--- src/rtl/shl_out_buf_if.sv ---
// Handshake bundle between the SHL datapath, the output buffer and its consumer.
// The slave modport is the buffer's view; master is the producer/consumer side.
interface shl_out_buf_if #(
    parameter int DATAWIDTH = 8
);
    logic                 in_valid;
    logic                 in_ready;
    logic [DATAWIDTH-1:0] in_d;
    logic [DATAWIDTH-1:0] in_sh_amt;
    logic                 out_valid;
    logic                 out_ready;
    logic [DATAWIDTH-1:0] out_d;
    logic                 out_ovs;

    modport slave (
        input  in_valid, in_d, in_sh_amt, out_ready,
        output in_ready, out_valid, out_d, out_ovs
    );

    modport master (
        output in_valid, in_d, in_sh_amt, out_ready,
        input  in_ready, out_valid, out_d, out_ovs
    );
endinterface

--- src/rtl/shl_out_buf.sv ---
// Two-entry skid buffer registering SHL results with an overshift flag.
// in_ready/out_valid decode only from state, so out_ready never reaches in_ready.
module shl_out_buf #(
    parameter int DATAWIDTH = 8,
    parameter int CNTWIDTH  = 16
) (
    input  logic                Clk,
    input  logic                Rst,
    shl_out_buf_if.slave        bus,
    output logic [CNTWIDTH-1:0] xfer_cnt
);
    typedef enum logic [1:0] {EMPTY, ONE, TWO} state_e;

    typedef struct packed {
        logic [DATAWIDTH-1:0] d;
        logic                 ovs;
    } ent_t;

    localparam logic [DATAWIDTH-1:0] OVS_LIM = DATAWIDTH[DATAWIDTH-1:0];

    state_e              state_q, state_d;
    ent_t                main_q, main_d;
    ent_t                skid_q, skid_d;
    logic [CNTWIDTH-1:0] cnt_q, cnt_d;
    ent_t                in_ent;
    logic                in_ready, out_valid, in_fire, out_fire;

    always_comb begin
        in_ent.d   = bus.in_d;
        in_ent.ovs = (bus.in_sh_amt >= OVS_LIM);
    end

    always_comb begin
        state_d   = state_q;
        main_d    = main_q;
        skid_d    = skid_q;
        cnt_d     = cnt_q;
        in_ready  = (state_q != TWO) && !Rst;
        out_valid = (state_q != EMPTY);
        in_fire   = bus.in_valid && in_ready;
        out_fire  = out_valid && bus.out_ready;

        if (out_fire) cnt_d = cnt_q + CNTWIDTH'(1);

        case (state_q)
            EMPTY: begin
                if (in_fire) begin
                    state_d = ONE;
                    main_d  = in_ent;
                end
            end
            ONE: begin
                if (in_fire && out_fire) begin
                    main_d = in_ent;
                end else if (in_fire) begin
                    state_d = TWO;
                    skid_d  = in_ent;
                end else if (out_fire) begin
                    state_d = EMPTY;
                end
            end
            TWO: begin
                // Skid is always the younger entry; promote it on drain.
                if (out_fire) begin
                    state_d = ONE;
                    main_d  = skid_q;
                end
            end
            default: state_d = EMPTY;
        endcase
    end

    always_ff @(posedge Clk) begin
        if (Rst) begin
            state_q <= EMPTY;
            main_q  <= '0;
            skid_q  <= '0;
            cnt_q   <= '0;
        end else begin
            state_q <= state_d;
            main_q  <= main_d;
            skid_q  <= skid_d;
            cnt_q   <= cnt_d;
        end
    end

    assign bus.in_ready  = in_ready;
    assign bus.out_valid = out_valid;
    assign bus.out_d     = main_q.d;
    assign bus.out_ovs   = main_q.ovs;
    assign xfer_cnt      = cnt_q;
endmodule
--- src/flat_wrapper.sv ---
// flat-port wrapper written by rule: the top's interface ports become plain ports
module shl_out_buf_flat 
#(
    parameter int DATAWIDTH = 8,
    parameter int CNTWIDTH  = 16
)
  (Clk, Rst, xfer_cnt, bus_in_valid, bus_in_d, bus_in_sh_amt, bus_out_ready, bus_in_ready, bus_out_valid, bus_out_d, bus_out_ovs);
  shl_out_buf_if #(.DATAWIDTH(DATAWIDTH)) bus_i ();
  input  logic Clk;
  input  logic Rst;
  output logic [CNTWIDTH-1:0] xfer_cnt;
  input wire logic [$bits(bus_i.in_valid)-1:0] bus_in_valid;
  input wire logic [$bits(bus_i.in_d)-1:0] bus_in_d;
  input wire logic [$bits(bus_i.in_sh_amt)-1:0] bus_in_sh_amt;
  input wire logic [$bits(bus_i.out_ready)-1:0] bus_out_ready;
  output wire logic [$bits(bus_i.in_ready)-1:0] bus_in_ready;
  output wire logic [$bits(bus_i.out_valid)-1:0] bus_out_valid;
  output wire logic [$bits(bus_i.out_d)-1:0] bus_out_d;
  output wire logic [$bits(bus_i.out_ovs)-1:0] bus_out_ovs;
  assign bus_i.in_valid = bus_in_valid;
  assign bus_i.in_d = bus_in_d;
  assign bus_i.in_sh_amt = bus_in_sh_amt;
  assign bus_i.out_ready = bus_out_ready;
  assign bus_in_ready = bus_i.in_ready;
  assign bus_out_valid = bus_i.out_valid;
  assign bus_out_d = bus_i.out_d;
  assign bus_out_ovs = bus_i.out_ovs;
  shl_out_buf #(.DATAWIDTH(DATAWIDTH), .CNTWIDTH(CNTWIDTH)) u_core (.Clk(Clk), .Rst(Rst), .bus(bus_i), .xfer_cnt(xfer_cnt));
endmodule
--- config.mk ---
export PLATFORM = sky130hd
export DESIGN_NAME = shl_out_buf_flat
export DESIGN_NICKNAME = d
export VERILOG_FILES = /design/src/rtl/shl_out_buf_if.sv /design/src/rtl/shl_out_buf.sv /design/src/flat_wrapper.sv
export SDC_FILE = /design/constraint.sdc
export NUM_CORES = 1
export LEC_CHECK = 0
export CORE_MARGIN = 10
export CORE_UTILIZATION = 30
export DETAILED_ROUTE_END_ITERATION = 10
export GPL_ROUTABILITY_DRIVEN = 0
export HOLD_SLACK_MARGIN = 0.15
export PLACE_DENSITY_LB_ADDON = 0.2
export SYNTH_ARGS = -nofsm -noshare
export SYNTH_HDL_FRONTEND = slang
export SYNTH_SLANG_ARGS = --single-unit
--- constraint.sdc ---
create_clock -name Clk -period 2.05 [get_ports Clk]
set_input_delay 0.41 -clock Clk [delete_from_list [all_inputs] [get_ports Clk]]
set_output_delay 0.41 -clock Clk [all_outputs]
set_load 0.02 [all_outputs]
==> results of run 1 <==
## per-layer routing
metal  GRT usage (%)  routed length [um]  up-vias
li1                -                   -      738
met1            11.4                1840      633
met2            15.1                1880       26
met3            3.01                 200        5
met4            3.80                  74        0
met5               0                   0        -
## area by class of cell
type                            count  area, um2
Multi-Input combinational cell    133        845
Inverter                            6       22.5
Timing Repair Buffer               54        524
Fill cell                         546       3150
Clock buffer                        8       90.1
Sequential cell                    36        722
Tap cell                           72       90.1
## stage by stage
step                      std cells  setup WS (ns)  cell area [um2]  hold WS [ns]
after floorplan                 186          0.462             1660         0.463
after CTS                       309         0.0869             2290         0.465
final                           309          0.170             2290         0.460
after global routing            309         0.0452             2290         0.510
after detailed placement        301        -0.0384             2200         0.454
after global placement          301        -0.0355             2200         0.454
## kinds of logic (layout without fill, tap and decap cells)
family,count (synthesis),in the layout
xor gates and xnor gates,11,11
DFF,36,36
adders and majority gates,1,1
muxes,13,13
buffers and inverters,17,68
and+or+nand+nor,87,87
AOI/OAI and AO/OA,21,21
## placed cells by master (no fill, tap or decap), types with 4 or more instances in the layout
master           synthesis  final
mux2i_1                 11     11
nor2_1                  39     39
nand4_1                  4      4
nor2b_1                  4      4
nand2_1                 20     20
clkdlybuf4s50_1          0     42
inv_1                    6      6
a311oi_2                 8      8
xnor2_1                 10     10
clkbuf_8                 0      6
nor3_1                   5      5
dfxtp_1                 36     35
buf_4                    0     10
nand3_1                  4      4
## worst register-to-register path, cell delays in order, from the launching register on
cell	delay (ns)
dfxtp_1	0.44
nand3_1	0.18
nor2_1	0.29
and3_1	0.22
mux2_1	0.31
## synth_stat cells (3+ instances only)
cell | count | share of area, %
nor2_1 | 39 | 8.8
dfxtp_1 | 36 | 43
nand2_1 | 20 | 4.5
mux2i_1 | 11 | 6.6
xnor2_1 | 10 | 5.3
a311oi_2 | 8 | 7.2
inv_1 | 6 | 1.4
nor3_1 | 5 | 1.5
buf_6 | 4 | 2.7
nand3_1 | 4 | 1.2
nand4_1 | 4 | 1.5
nor2b_1 | 4 | 1.5
a21oi_1 | 3 | 0.90
clkbuf_1 | 3 | 0.68
nor4_1 | 3 | 1.1
o21ai_0 | 3 | 0.90
## report_power, final
group	internal (mW)	leakage, nW	total, mW	switching [mW]
Combinational	0.112	0.529	0.217	0.105
Clock	0.274	0.0455	0.516	0.242
Sequential	0.724	0.293	0.740	0.0164
Total	1.11	0.867	1.47	0.364
## worst max path at each step
stage / startpoint / slack [ns] / to / cells after the start
after CTS: u_core.state_q[0] / 0.09 / bus_out_valid / 3
final: u_core.state_q[1] / 0.17 / bus_out_valid / 4
after global placement: Rst / -0.04 / bus_in_ready / 3
after floorplan: Rst / 0.46 / bus_in_ready / 3
after detailed placement: Rst / -0.04 / bus_in_ready / 3
after global routing: u_core.state_q[1] / 0.05 / bus_out_valid / 4
## timing repair
action                     in CTS  in global routing
setup endpoints to repair       1                  1
pin swaps                       0                  0
gates resized for setup         1                  1
## sequential cells by signal, summed over array words and instances, names as in the netlist
name / flops
u_core.xfer_cnt: 16
u_core.state_q: 2
u_core.bus.out_ovs: 1
u_core.skid_q: 9
u_core.bus.out_d: 8
==> qor.csv, run 1 <==
metric,value,unit
"Top FF cell, synth",dfxtp_1,
maximum number of pins on one net before global-route repair,28,
final WL,3990,um
"EDFF count, synth",0,
min-delay worst type,reg2reg,
Setup TNS,0,ns
worst hold endpoint,u_core.bus.out_ovs,
largest family of logic cells by synthesized area,simple AND/OR/NAND/NOR gates,
hold wc startpoint,u_core.bus.out_ovs,
Setup-failing EPs final,0,
Mean Syn Cell Area,8.93,um2
"Data required, critical path",1.64,ns
Synth warnings,0,
Top Family by Delay on Critical Path,buffers and inverters,
per-cell routed wire length,12.9,um
Total Routing Usage GR,9.42,%
Initial Util,30.5,%
number of synthesized register bits,36,
r2r worst-path depth,4,
sequential share of the synthesized area,43.4,%
ANT nets after route,0,
endpoint class of the critical path,primary output,
reg2reg start,u_core.xfer_cnt[5],
Nets,257,
first-pass GRT wire length,6730,um
CTS HTree Levels,2,
critical path cell sequence,buf_4 -> nor2_1 -> inv_1 -> clkdlybuf4s50_1,
Fin Clk Skew,0.00529,ns
DRT Pass-1 Iters,4,
clk_lat worst skew,0.29,ns
Max Slew Vio Count,0,
Ant. Diodes,0,
total power,1.47,mW
mux share of post-synthesis cell area,7.98,%
DRT iter0 DRCs,71,
worst reg2reg endpoint,u_core.xfer_cnt[14],
core footprint,5440,um2
Max-slew headroom,66.6,%
post-CTS setup buffers,0,
Synth Area in Compound Gates,12.5,%
R2R setup slack,0.49,ns
Site Rows,27,
Max clock buf depth,2,
# Max-Cap Violations,0,
kind of critical path,reg2out,
crit path DAT,1.47,ns
Pwr Density,643,nW/um2
root buffer cell,clkbuf_8,
vias in the first global route,1407,
RSZ-0062 raised after global routing,false,
critical path's largest stage delay,0.59,ns
GRT Residual Overflow,0,
startpoint types,register,
PortBufs,43,
Max IR drop VDD,0.000298,V
P&R area growth vs syn,38.0,%
Hold Path Depth,2,
TritonCTS buffer count,5,
"Cell Area, Synth",1660,um2
CTS Hold Buffers Added,0,
Slew @ Worst Pin,0.501,ns
Final period util,91.7,%
Die Y-Extent,94.4,um
Synthesized Nets,207,
Clock Sinks,36,
die area,8920,um2
Die W,94.4,um
CTS tree,done,
post-layout util,42.2,%
drt drc,0,
post-synth cell types,35,
routed via count,1402,
Slowest cell on crit path,clkdlybuf4s50_1,
number of vias per cell,4.54,
adder-cell share of the synthesized area,0.753,%
min Tclk post-route,1.88,ns
fmax,532,MHz
Mapped Cells,186,
Post-Synth Simple-Gate Area,23.8,%
worst-path fanout max,9,
share of cells above drive strength 1,11.8,%
status,finished clean,
Final Hold Fails,0,
ys async rst share,0,%
Final HPWL DP,2880,um
Leak,0.867,nW
WP buf/inv,3,
Synth Area in XOR/XNOR,5.80,%
I/O pin total,47,
initial antenna violation count,0,
Clock transition at path regs,0.07,ns
(Power assumes the default switching activity.)
==> inputs of run 2 (changes only) <==
CORE_UTILIZATION = 45   (was 30)
==> run 2 against run 1 <==
- final area is 1.2% lower
- global-route usage rose by 2.9 points
- critical path type unchanged
- clock skew is 0.00053 ns higher
- routed wire length decreased by 4.7%
- clock power about the same
- worst hold slack improved by 0.0057 ns
- register-to-register slack about the same
- sequential power is essentially flat
- maximum frequency fell by 0.93%
==> qor.csv, run 2 (synthesis gave the netlist of run 1 again) <==
metric,value,unit,change
Largest register FFs,16,,unchanged
Max IR drop VDD,0.000544,V,+83%
DRT iter0 DRCs,65,,-8.5%
Die Y-Extent,80.8,um,-14%
Ant. Diodes,0,,unchanged
Max clock buf depth,2,,unchanged
Pwr Density,651,nW/um2,+1.3%
Filler Cells Inserted,320,,-41%
worst-path fanout max,9,,unchanged
TritonCTS buffer count,5,,unchanged
Total Routing Usage GR,12.3,%,+2.9 points
Clock Sinks,36,,unchanged
min-delay worst type,reg2reg,,
fmax,527,MHz,-0.93%
per-cell routed wire length,13.4,um,+3.4%
endpoint class of the critical path,primary output,,
"commonest non-fill, non-tap cell in the layout",clkdlybuf4s50_1,,
min Tclk post-route,1.90,ns,+0.0176 ns
kind of critical path,reg2out,,
Switch Pwr,371,uW,+2.1%
part of the power in registers,50.2,%,about the same
Fin Clk Skew,0.00581,ns,+0.000527 ns
Clock Power Share,35.1,%,about the same
status,finished clean,,
first-pass GRT wire length,6390,um,-5.1%
vias in the first global route,1410,,+0.21%
"Data required, critical path",1.64,ns,about the same
crit path DAT,1.49,ns,+0.02 ns
startpoint types,register,,
RSZ-0062 raised after global routing,false,,
number of vias per cell,5.06,,+11%
Hold Worst Slack,0.466,ns,+0.00567 ns
root buffer cell,clkbuf_8,,
# Max-Cap Violations,0,,unchanged
clk_lat worst skew,0.29,ns,about the same
Final HPWL DP,2850,um,-0.99%
Site Rows,22,,-19%
Initial Util,46.1,%,+16 points
Nets,257,,unchanged
Leak,0.873,nW,+0.63%
switch share,25.2,%,+0.49 points
Setup-failing EPs final,0,,unchanged
CTS HTree Levels,2,,unchanged
maximum number of pins on one net before global-route repair,20,,-29%
PortBufs,43,,unchanged
DRT Pass-1 Iters,4,,unchanged
GRT Residual Overflow,0,,unchanged
most frequent cells in the layout,"clkdlybuf4s50_1, nor2_1, dfxtp_1",,
Clock transition at path regs,0.07,ns,about the same
core footprint,3610,um2,-34%
Gate power share,14.7,%,about the same
share of cells above drive strength 1,12.7,%,+0.84 points
ANT nets after route,0,,unchanged
total power,1.48,mW,about the same
Max Slew Vio Count,0,,unchanged
routed via count,1441,,+2.8%
die area,6520,um2,-27%
Final Hold Fails,0,,unchanged
Die W,80.8,um,-14%
drt drc,0,,unchanged
initial antenna violation count,0,,unchanged
P&R area growth vs syn,36.4,%,
final WL,3810,um,-4.7%
Pint,1.10,mW,-0.57%
I/O pin total,47,,unchanged
Slew @ Worst Pin,0.474,ns,-0.0275 ns
CTS tree,done,,
CTS Hold Buffers Added,0,,unchanged
Max-slew headroom,68.3,%,+1.7 points
Final period util,92.6,%,+0.86 points
## run 2: through the flow
stage,setup WS [ns],cells,TNS [ns],cell area (um2),utilization [%]
4_1_cts,0.105,285,0,2260,62.8
6_report,0.152,285,0,2270,62.8
2_1_floorplan,0.462,186,0,1660,-
3_3_place_gp,-0.00442,277,-0.00442,2170,60.3
3_5_place_dp,-0.0157,277,-0.0157,2170,60.3
5_1_grt,0.0400,285,0,2270,62.8
## run 2: area by class of cell
| class | instances | area, um2 | area share (%) |
|---|---|---|---|
| Clock buffer | 6 | 82.6 | 3.64 |
| Clock inverter | 2 | 10.0 | 0.442 |
| Inverter | 6 | 22.5 | 0.994 |
| Multi-Input combinational cell | 133 | 845 | 37.3 |
| Sequential cell | 36 | 722 | 31.9 |
| Tap cell | 48 | 60.1 | 2.65 |
| Timing Repair Buffer | 54 | 524 | 23.1 |
## run 2: critical path: stages, from the launching register on
cell             delay (ns)
dfxtp_1                0.33
buf_4                  0.16
nor2_1                 0.06
inv_1                  0.06
clkdlybuf4s50_1        0.60
## run 2: what timing repair did
item,in CTS,in global routing
setup endpoints to repair,1,1
setup buffers,0,0
resized for setup,1,1
## run 2: path summary, 6_finish.rpt
kind | start | end | slack (ns) | depth (start not counted)
setup / recovery | u_core.state_q[1] | bus_out_valid | 0.15 | 4
setup reg to reg | u_core.state_q[1] | u_core.xfer_cnt[13] | 0.49 | 6
hold / removal | u_core.bus.out_ovs | u_core.bus.out_ovs | 0.47 | 2
hold reg to reg | u_core.bus.out_ovs | u_core.bus.out_ovs | 0.47 | 2
## run 2: metal layers
metal  up-vias  wire (um)  GRT usage [%]
met3         6        295           5.30
li1        739          -              -
met1       667       1650           14.1
met5         -          0              0
met2        29       1810           19.7
met4         0         58           5.36
## run 2: power by group through the flow
| stage | logic, mW | registers (mW) | clock network [mW] |
|---|---|---|---|
| after CTS | 0.220 | 0.740 | 0.535 |
| final | 0.217 | 0.740 | 0.518 |
| after global placement | 0.216 | 0.754 | 0 |
| after global routing | 0.235 | 0.743 | 0.567 |
| after detailed placement | 0.220 | 0.755 | 0 |
| after floorplan | 0.0990 | 0.777 | 0 |
==> inputs of run 3 (changes only) <==
ABC_AREA = 1   (was default)
==> run 3 against run 2 <==
- maximum frequency is 1.1% lower
- clock power shrank 0.8%
- synthesized area grew 4.1%
- global-route usage grew 0.60 points
- total power up 5.2%
- largest power group unchanged
==> qor.csv, run 3 <==
metric,value,unit,change
number of vias per cell,4.89,,-3.2%
Max clock buf depth,2,,unchanged
status,finished clean,,
core footprint,3690,um2,+2.3%
crit path DAT,1.51,ns,+0.02 ns
min Tclk post-route,1.92,ns,+0.0216 ns
per-cell routed wire length,12.1,um,-9.3%
"count leader, synth",nand2_1,,
Slew @ Worst Pin,0.329,ns,-0.145 ns
vias in the first global route,1547,,+9.7%
min-delay worst type,reg2reg,,
"Data required, critical path",1.64,ns,about the same
Pwr Density,667,nW/um2,+2.5%
post-CTS setup buffers,0,,unchanged
Clock Sinks,36,,unchanged
Setup TNS,0,ns,unchanged
Nets,316,,+23%
DP Area,2240,um2,+2.9%
sequential share of the synthesized area,41.6,%,-1.7 points
"Cell Area, Synth",1730,um2,+4.1%
total power,1.55,mW,+5.2%
I/O pin total,47,,unchanged
synth cell count leaders,"nand2_1, nor2_1, dfxtp_1",,
ANT nets after route,0,,unchanged
CTS HTree Levels,2,,unchanged
worst hold endpoint,u_core.skid_q[5],,
design area,2320,um2,+2.6%
Synth top area share,41.6,%,-1.7 points
Pint,1.13,mW,+2.6%
Mean Syn Cell Area,7.06,um2,-21%
fmax,521,MHz,-1.1%
Leak,0.914,nW,+4.7%
root buffer cell,clkbuf_8,,
worst-path fanout max,4,,-5
maximum number of pins on one net before global-route repair,18,,-10%
Synth warnings,0,,unchanged
Max-slew headroom,78.0,%,+9.8 points
GRT Residual Overflow,0,,unchanged
DRT Pass-1 Iters,4,,unchanged
reg2reg start,u_core.state_q[0],,
Gate power share,18.0,%,+3.3 points
"EDFF count, synth",0,,unchanged
initial antenna violation count,0,,unchanged
drt drc,0,,unchanged
Mapped Cells,245,,+32%
Max Slew Vio Count,0,,unchanged
clk_lat worst skew,0.28,ns,about the same
CTS tree,done,,
PortBufs,43,,unchanged
synth top area cells,"dfxtp_1, nand2_1, nor2_1",,
startpoint types,register,,
number of synthesized register bits,36,,unchanged
Site Rows,22,,unchanged
worst reg2reg endpoint,u_core.bus.out_d[4],,
Hold Worst Slack,0.447,ns,-0.0188 ns
die area,6730,um2,+3.1%
share of cells above drive strength 1,11.8,%,-0.83 points
post-synth cell types,25,,-29%
"Top FF cell, synth",dfxtp_1,,
RSZ-0062 raised after global routing,false,,
Switch Pwr,420,uW,+13%
Ant. Diodes,0,,unchanged
P&R area growth vs syn,34.3,%,
Final period util,93.6,%,+1.1 points
part of the power in registers,48.8,%,-1.4 points
Total Routing Usage GR,12.9,%,+0.60 points
r2r worst-path depth,9,,+3
Max IR drop VDD,0.000496,V,-8.7%
Final Hold Fails,0,,unchanged
"commonest non-fill, non-tap cell in the layout",nand2_1,,
final WL,4170,um,+9.5%
R2R setup slack,0.54,ns,+0.05 ns
endpoint class of the critical path,primary output,,
Die Y-Extent,82.0,um,+1.5%
post-synth top area cell,dfxtp_1,,
Clock transition at path regs,0.07,ns,about the same
Hold Path Depth,2,,unchanged
DRT iter0 DRCs,96,,+48%
Clock Power Share,33.1,%,-2.0 points
kind of critical path,reg2out,,
Setup-failing EPs final,0,,unchanged
Largest register FFs,16,,unchanged
TritonCTS buffer count,5,,unchanged
switch share,27.0,%,+1.9 points
first-pass GRT wire length,6890,um,+7.8%
Synthesized Nets,266,,+29%
Fin Clk Skew,0.00508,ns,-0.000738 ns
Die W,82.0,um,+1.5%
Initial Util,46.9,%,+0.83 points
routed via count,1683,,+17%
most frequent cells in the layout,"nand2_1, clkdlybuf4s50_1, nor2_1",,
Final HPWL DP,3090,um,+8.3%
# Max-Cap Violations,0,,unchanged
hold wc startpoint,u_core.skid_q[5],,
ys async rst share,0,%,unchanged
## run 3: changes by cell type after synthesis, moves of 6 or more
cell | before | now
nand3_1 | 4 | 14
inv_1 | 6 | 20
xnor2_1 | 10 | 0
o21ai_0 | 3 | 15
nand2_1 | 20 | 54
a21oi_1 | 3 | 19
mux2i_1 | 11 | 0
nand3_2 | 0 | 6
a311oi_2 | 8 | 0
## run 3: metal layers
metal | track usage, % | vias up | share of wire [%]
met5 | 0 | - | 0
met4 | 4.93 | 0 | 0.96
met3 | 4.26 | 6 | 5.8
met2 | 20.8 | 36 | 46
met1 | 15.6 | 752 | 47
li1 | - | 889 | -
## run 3: kinds of logic (layout without fill, tap and decap cells)
family	after synthesis	after routing	share of synthesized area [%]
AO/OA/AOI/OAI	40	40	11.8
XOR/XNOR	2	2	1.01
buffers and inverters	30	81	6.94
flip-flops	36	36	41.6
adder cells (fa/ha/maj)	1	1	0.723
AND/OR/NAND/NOR	136	136	37.9
## run 3: stage by stage
| stage | instances | worst slack [ns] | utilization [%] |
|---|---|---|---|
| 5_1_grt | 344 | 0.0697 | 63.0 |
| 2_1_floorplan | 245 | 0.725 | - |
| 6_report | 344 | 0.130 | 63.0 |
| 4_1_cts | 344 | 0.119 | 63.0 |
| 3_3_place_gp | 336 | -0.0204 | 60.6 |
| 3_5_place_dp | 336 | -0.00346 | 60.6 |
## run 3: power by group through the flow
stage	combinational, mW	clock (mW)	sequential (mW)
global placement	0.281	0	0.772
finish	0.280	0.514	0.758
detailed placement	0.284	0	0.772
global route	0.308	0.562	0.761
CTS	0.283	0.537	0.757
floorplan	0.127	0	0.800
## run 3: layout make-up
class	count	area [um2]
clock buffer	8	90.1
fill	348	1360
inverter	24	90.1
multi-input combinational	179	890
sequential	36	721
tap	48	60.1
timing repair buffer	49	474
## run 3: worst max-delay path by stage
stage               slack, ns                   to                from
floorplan                0.73  u_core.xfer_cnt[13]  u_core.xfer_cnt[0]
global placement        -0.02         bus_in_ready                 Rst
detailed placement     -0.003         bus_in_ready                 Rst
CTS                      0.12        bus_out_valid   u_core.state_q[0]
global route             0.07        bus_out_valid   u_core.state_q[0]
finish                   0.13        bus_out_valid   u_core.state_q[0]
## run 3: timing repair
item	4_1_cts	5_1_grt
resized for setup	1	0
setup endpoints to repair	1	0
hold buffers	0	0
## run 3: critical path: stages, from the launching register on
cell and delay [ns]:
dfxtp_1 0.41, inv_2 0.09, nand2_2 0.11, clkdlybuf4s50_1 0.62
